===== config.mk =====
export PLATFORM = sky130hd
export DESIGN_NAME = femto8_mem_arbiter
export DESIGN_NICKNAME = d
export VERILOG_FILES = /design/src/rtl/femto8_mem_arbiter.sv
export SDC_FILE = /design/constraint.sdc
export NUM_CORES = 1
export LEC_CHECK = 0
export CAP_MARGIN = 20
export CORE_MARGIN = 8
export CORE_UTILIZATION = 40
export CTS_BUF_LIST = sky130_fd_sc_hd__clkbuf_8
export CTS_CLUSTER_DIAMETER = 150
export DETAILED_ROUTE_END_ITERATION = 16
export PLACE_DENSITY = 0.87
export SETUP_SLACK_MARGIN = 0.4
export SLEW_MARGIN = 20
export SYNTH_ARGS = -nofsm -noshare
export SYNTH_HDL_FRONTEND = slang
export SYNTH_SLANG_ARGS = --single-unit

===== constraint.sdc =====
create_clock -name clk -period 1.86 [get_ports clk]
set_input_delay 0.372 -clock clk [delete_from_list [all_inputs] [get_ports clk]]
set_output_delay 0.372 -clock clk [all_outputs]
set_load 0.02 [all_outputs]

===== src/rtl/femto8_mem_arbiter.sv =====
// Shares the femto8 memory bus between NREQ req/ack masters; one access per 4 cycles.
// Optional macro ARB_FIXED_PRIO_EN: lowest-index requester always wins instead of round-robin.
module femto8_mem_arbiter #(
  parameter int unsigned NREQ = 2,
  parameter int unsigned AW   = 8,
  parameter int unsigned DW   = 8
) (
  input  logic              clk,
  input  logic              reset,
  input  logic [NREQ-1:0]   req,
  input  logic [NREQ-1:0]   req_we,
  input  logic [NREQ*AW-1:0] req_addr,
  input  logic [NREQ*DW-1:0] req_wdata,
  output logic [NREQ-1:0]   ack,
  output logic [DW-1:0]     rdata,
  output logic [1:0]        gnt_id,
  output logic              busy,
  output logic [AW-1:0]     mem_addr,
  output logic [DW-1:0]     mem_wdata,
  output logic              mem_we,
  input  logic [DW-1:0]     mem_rdata
);

  localparam logic [1:0] S_IDLE   = 2'd0;
  localparam logic [1:0] S_ACCESS = 2'd1;
  localparam logic [1:0] S_ACK    = 2'd2;
  localparam logic [1:0] S_TURN   = 2'd3;
  localparam logic [1:0] LAST_RST = 2'(NREQ - 1);

  logic [1:0]      state, state_nxt;
  logic [1:0]      last_grant, last_grant_nxt;
  logic [1:0]      gnt_id_nxt;
  logic [NREQ-1:0] ack_nxt;
  logic [DW-1:0]   rdata_nxt;
  logic            busy_nxt;
  logic [AW-1:0]   mem_addr_nxt;
  logic [DW-1:0]   mem_wdata_nxt;
  logic            mem_we_nxt;

  logic            win_found;
  logic [1:0]      win_id;
  logic            win_we;
  logic [AW-1:0]   win_addr;
  logic [DW-1:0]   win_wdata;

  // Winner selection and mux of the winner's request fields
  always_comb begin
    win_found = 1'b0;
    win_id    = 2'd0;
    win_we    = 1'b0;
    win_addr  = '0;
    win_wdata = '0;
`ifdef ARB_FIXED_PRIO_EN
    for (int i = int'(NREQ) - 1; i >= 0; i--) begin
      if (req[i]) begin
        win_found = 1'b1;
        win_id    = 2'(i);
      end
    end
`else
    // Scan offsets 1..NREQ past last_grant; first requesting port wins
    for (int unsigned k = 0; k < NREQ; k++) begin
      for (int unsigned i = 0; i < NREQ; i++) begin
        if (!win_found && req[i] &&
            (i == ((32'(last_grant) + k + 32'd1) % NREQ))) begin
          win_found = 1'b1;
          win_id    = 2'(i);
        end
      end
    end
`endif
    for (int unsigned i = 0; i < NREQ; i++) begin
      if (win_id == 2'(i)) begin
        win_we    = req_we[i];
        win_addr  = req_addr[i*AW +: AW];
        win_wdata = req_wdata[i*DW +: DW];
      end
    end
  end

  // Next-state and next-output logic
  always_comb begin
    state_nxt      = state;
    last_grant_nxt = last_grant;
    gnt_id_nxt     = gnt_id;
    ack_nxt        = '0;
    rdata_nxt      = rdata;
    mem_addr_nxt   = mem_addr;
    mem_wdata_nxt  = mem_wdata;
    mem_we_nxt     = 1'b0;
    busy_nxt       = 1'b0;
    case (state)
      S_IDLE: begin
        if (win_found) begin
          gnt_id_nxt     = win_id;
          last_grant_nxt = win_id;
          mem_addr_nxt   = win_addr;
          mem_wdata_nxt  = win_wdata;
          mem_we_nxt     = win_we;
          state_nxt      = S_ACCESS;
        end
      end
      S_ACCESS: begin
        // mem_we still reflects the latched request type here
        if (!mem_we) rdata_nxt = mem_rdata;
        for (int unsigned i = 0; i < NREQ; i++) begin
          ack_nxt[i] = (gnt_id == 2'(i));
        end
        state_nxt = S_ACK;
      end
      S_ACK:   state_nxt = S_TURN;
      S_TURN:  state_nxt = S_IDLE;
      default: state_nxt = S_IDLE;
    endcase
    busy_nxt = (state_nxt != S_IDLE);
  end

  // State and registered outputs
  always_ff @(posedge clk) begin
    if (reset) begin
      state      <= S_IDLE;
      last_grant <= LAST_RST;
      gnt_id     <= 2'd0;
      ack        <= '0;
      rdata      <= '0;
      busy       <= 1'b0;
      mem_addr   <= '0;
      mem_wdata  <= '0;
      mem_we     <= 1'b0;
    end else begin
      state      <= state_nxt;
      last_grant <= last_grant_nxt;
      gnt_id     <= gnt_id_nxt;
      ack        <= ack_nxt;
      rdata      <= rdata_nxt;
      busy       <= busy_nxt;
      mem_addr   <= mem_addr_nxt;
      mem_wdata  <= mem_wdata_nxt;
      mem_we     <= mem_we_nxt;
    end
  end

endmodule


## Word-level counts from Yosys, hierarchy flattened

Cells that the tools add are included.

- Flip-flop bits (word level): 33

- Bitwise logic cells: 4
- Equal/unequal tests: 5
- Add/sub/neg operators: 2
- Reductions and logical operators: 20
- Multiplexer cells: 15

Operator list:

| operator | number |
|---|---|
| logical NOT 32 bit | 2 |
| two-way mux 8 bit | 4 |
| one-hot mux 2 bit (4 select lines) | 1 |
| logical AND 1 bit | 7 |
| two-way mux 1 bit | 7 |
| equality test 2 x 1 -> 1 bit (second input constant) | 3 |
| logical NOT 2 bit | 3 |
| two-way mux 2 bit | 3 |
| equality test 2 bit (second input constant) | 2 |
| inverter 1 bit | 4 |
| AND reduction 2 bit | 2 |
| logical NOT 1 bit | 3 |
| OR reduction 3 bit | 1 |
| adder 1 bit (second input constant) | 2 |
| nonzero test 2 bit | 1 |
| OR reduction 2 bit | 1 |

## Depth between registers and ports, before layout

- Depth after elaboration: 19
- Gate-level depth with buffers: 7
- Gate-level depth less buffers: 5

## Worst setup path before layout

Ideal clock, no wire load.

- Path type: reg-to-reg
- Start point: register state[0]
- End point: register mem_addr[7]
- Cell stages (with the launch flop): 8
- Slack: 569 ps
- Period minus slack after synthesis: 1291 ps
- Setup time: 133 ps
- Data arrival time: 1159 ps
- Cells stage by stage: dfxtp_1 inv_1 ha_1 o21a_1 buf_2 buf_4 nor2_1 a211oi_2

- Word-level cells in the longest chain between the ends: 2

RTL lines:

| item | line | source |
|---|---|---|
| start, declared | 30 | `logic [1:0] state, state_nxt;` |
| start signal, assigned | 131 | `state <= state_nxt;` |
| logical NOT 2 bit | 92 | `case (state)` |
| AND reduction 2 bit (no line) | n/a |  |
| end signal, assigned | 137 | `mem_addr <= mem_addr_nxt;` |
| end, declared | 18 | `output logic [AW-1:0] mem_addr,` |

Every way passes these cells.
A chain may end at the register's enable or synchronous reset.

## Worst setup path after layout

- Start point: register gnt_id[0]
- End point: output port gnt_id[0]

RTL lines:

| item | line | source |
|---|---|---|
| start, declared | 16 | `output logic [1:0] gnt_id,` |
| start signal, assigned | 133 | `gnt_id <= gnt_id_nxt;` |

No word-level cell between the ends.

==> metrics.md <==
| Metric | Value |
|---|---|
| Layout Skew | 0.001858 ns |
| Unique masters post-synth | 23 |
| First-pass GRT wire length | 6141 µm |
| Placer Congestion | 0.7359 |
| Via count | 1283 |
| Avg Cell Area, Syn | 9.296 µm² |
| Grt total ovfl | 0 |
| CP arrival | 1.00 ns |
| CP cell instances | dlygate4sd2_1 |
| Post-Route WL | around 3700 µm |
| Top delay family on crit path | flip-flops |
| Port Buf Inserts | 74 |
| Clock transition at path regs | 0.06 ns |
| Post-route cell area | 2277 µm² |
| First DRT Iteration DRCs | 62 |
| I/O Pins | 76 |
| Die Y | 74.85 µm |
| LEAKAGE | approximately 1.0 nW |
| Worst min-delay path class | reg2reg |
| Largest net degree at the start of global routing | 20 |
| Worst Path Required | 1.49 ns |
| Outcome | completed |
| Min Hold Slack | 0.4867 ns |
| Placed cell area | 2216 µm² |
| DR DRC count | 0 |
| Pre-antenna DRT Iters | 3 |
| Final setup vio count | 0 |
| Max Cap Viol | 0 |
| Vias in the first global route | approximately 1.3k |
| Clock Tree Root | clkbuf_8 |
| DR WL/cell | 13.40 µm |
| Starting density of the core | 41.51% |
| WS Path Type | reg2out |
| Sink Count | 32 |
| TritonCTS Buffers | 5 |
| CP max stage delay | 0.38 ns |
| Max rail drop VDD | 0.0007381 V |
| Synthesis-stage register bit count | 32 |
| Crit path buf inv count | 1 |
| Pwr Density | around 1300 nW/µm² |
| Syn Inst Count | 149 |
| Hold Vio Cnt, Final | 0 |
| TNS Setup | 0 ns |
| Mapped Area | 1385 µm² |
| Post-DR vias/cell | 4.649 |
| Slowest cell on crit path | dfxtp_1 |
| Syn. warnings | 0 |
| CTS Buffer Depth | 2 |
| Max Slew Vio Count | 0 |
| Synth area leaders | dfxtp_1 (46%), a211oi_2 (9.0%), nor2_1 (6.8%) |
| Core Region | about 3300 µm² |
| Design Power | 3.059 mW |
| Worst Setup End Kind | primary output |
| Die area | 5602 µm² |
| Internal reg-to-reg setup slack | between 0.5 and 0.6 ns |
| GRT Util Overall | 14.26% |
| Worst-path maximum fanout | 4 |
| Filler Cells Inserted | 308 |
| P&R area growth vs syn | 64.41% |
| Row count | 21 |
| Area leader, netlist | dfxtp_1 |
| DP Wirelength | 2925 µm |
| H-tree Lvls | 2 |
| Synth top area share | 46.25% |
| Die X-Extent | approximately 75 µm |
| Fin crit share | 74.02% |
| Fraction of layout cells with a size suffix above 1 | between 10% and 20% |
| Achievable Freq | 0.7263 GHz |
| Number of antenna violations at the first check in global routing | 0 |
| Antenna viol nets, final | 0 |
| Sequential area share after synthesis | 46.25% |
| Syn Nets | 199 |
| N_diodes | 0 |
| Clock latency on the worst-skew pair | 0.27 ns |
| Worst Setup Start Kind | flop |
| Nets | 279 |
| Final min period | 1.377 ns |
| Postcts setup bufs | 0 |
| Unrepaired setup endpoints after global routing | no |
| CTS tree | built |
## stage by stage
stage	setup slack [ns]	utilization, %	cells
2_1_floorplan	0.5686	-	149
3_3_place_gp	0.1551	66.40	268
3_5_place_dp	0.1486	66.40	268
4_1_cts	0.4364	68.09	276
5_1_grt	0.4160	68.24	276
6_report	0.4832	68.24	276
## state kept, by name, summed over array words and instances (netlist names)
| register | flops |
|---|---|
| mem_we | 1 |
| gnt_id | 1 |
| mem_wdata | 8 |
| mem_addr | 8 |
| last_grant | 1 |
| ack | 2 |
| rdata | 8 |
| state | 2 |
| busy | 1 |
## where the power goes
part	switching, mW	internal, mW
registers	0.105	0.908
clock network	0.241	0.295
logic	0.829	0.682
total	1.17	1.88
## layer usage
| layer | global-route usage [%] | part of all wire (%) |
|---|---|---|
| met1 | 16.72 | 42 |
| met2 | 21.88 | 46 |
| met3 | 7.324 | 11 |
| met4 | 4.565 | 1.3 |
| met5 | 0 | 0 |
## area by class of cell
| cell class | count | area (µm²) | share of cell area, % |
|---|---|---|---|
| multi-input combinational | 104 | 669.4 | 29.40 |
| inverter | 2 | 7.507 | 0.3297 |
| tap | 46 | 57.56 | 2.527 |
| clock inverter | 2 | 10.01 | 0.4396 |
| clock buffer | 6 | 82.58 | 3.626 |
| timing repair buffer | 84 | 809.5 | 35.55 |
| sequential | 32 | 640.6 | 28.13 |
## repair_timing
action / 4_1_cts / 5_1_grt
gates cloned: 0 / 0
setup endpoints to repair: 29 / 16
gates resized for setup: 29 / 2
hold buffers: 0 / 0
## Yosys cell counts
master,count
nand2_1,19
o21a_1,1
nor3_1,2
mux2i_1,9
buf_2,3
nand3b_1,1
and3b_1,1
a211oi_2,10
or2_2,1
buf_4,6
clkbuf_1,2
a21boi_4,1
a21bo_1,1
o21ai_2,1
nor3b_1,1
a21oi_1,17
conb_1,1
dfxtp_1,32
inv_1,2
a211oi_1,7
nor2_1,25
ha_1,4
nor2b_1,2
## layout by cell type (no fill, tap or decap), drive strengths merged, types with 2 or more instances in the layout
master	netlist	final
inv	2	2
a21oi	17	17
a211oi	17	17
nor2b	2	2
buf	9	10
dfxtp	32	32
dlymetal6s2s	0	2
clkbuf	2	6
dlygate4sd2	0	29
clkdlybuf4s50	0	43
clkinv	0	2
mux2i	9	9
nor2	25	25
ha	4	4
nor3	2	2
nand2	19	19
## worst paths after layout
path / from / to / depth (start not counted)
setup reg to reg: state[0]$_SDFF_PP0_ / mem_addr[1]$_SDFFE_PP0P_ / 6
setup / recovery: gnt_id[0]$_SDFFE_PP0P_ / gnt_id[0] / 1
hold reg to reg: rdata[7]$_SDFFE_PP0P_ / rdata[7]$_SDFFE_PP0P_ / 2
hold / removal: rdata[7]$_SDFFE_PP0P_ / rdata[7]$_SDFFE_PP0P_ / 2
## kinds of logic (layout without fill, tap and decap cells)
group                      after synthesis  after routing  share of synthesized area, %
other                                    1              1                        0.2707
muxes                                    9              9                         6.504
DFF                                     32             32                         46.25
AOI/OAI and AO/OA                       38             38                         22.22
adders and majority gates                4              4                         3.614
and+or+nand+nor                         52             52                         15.72
buffers and inverters                   13             94                         5.420
## worst min-delay path: cells and delay by family, from the launching register on
kind             cells  cell delay, ns
muxes                1            0.06
DFF                  1            0.32
and+or+nand+nor      1            0.07
Power figures use the tool's default switching activity.
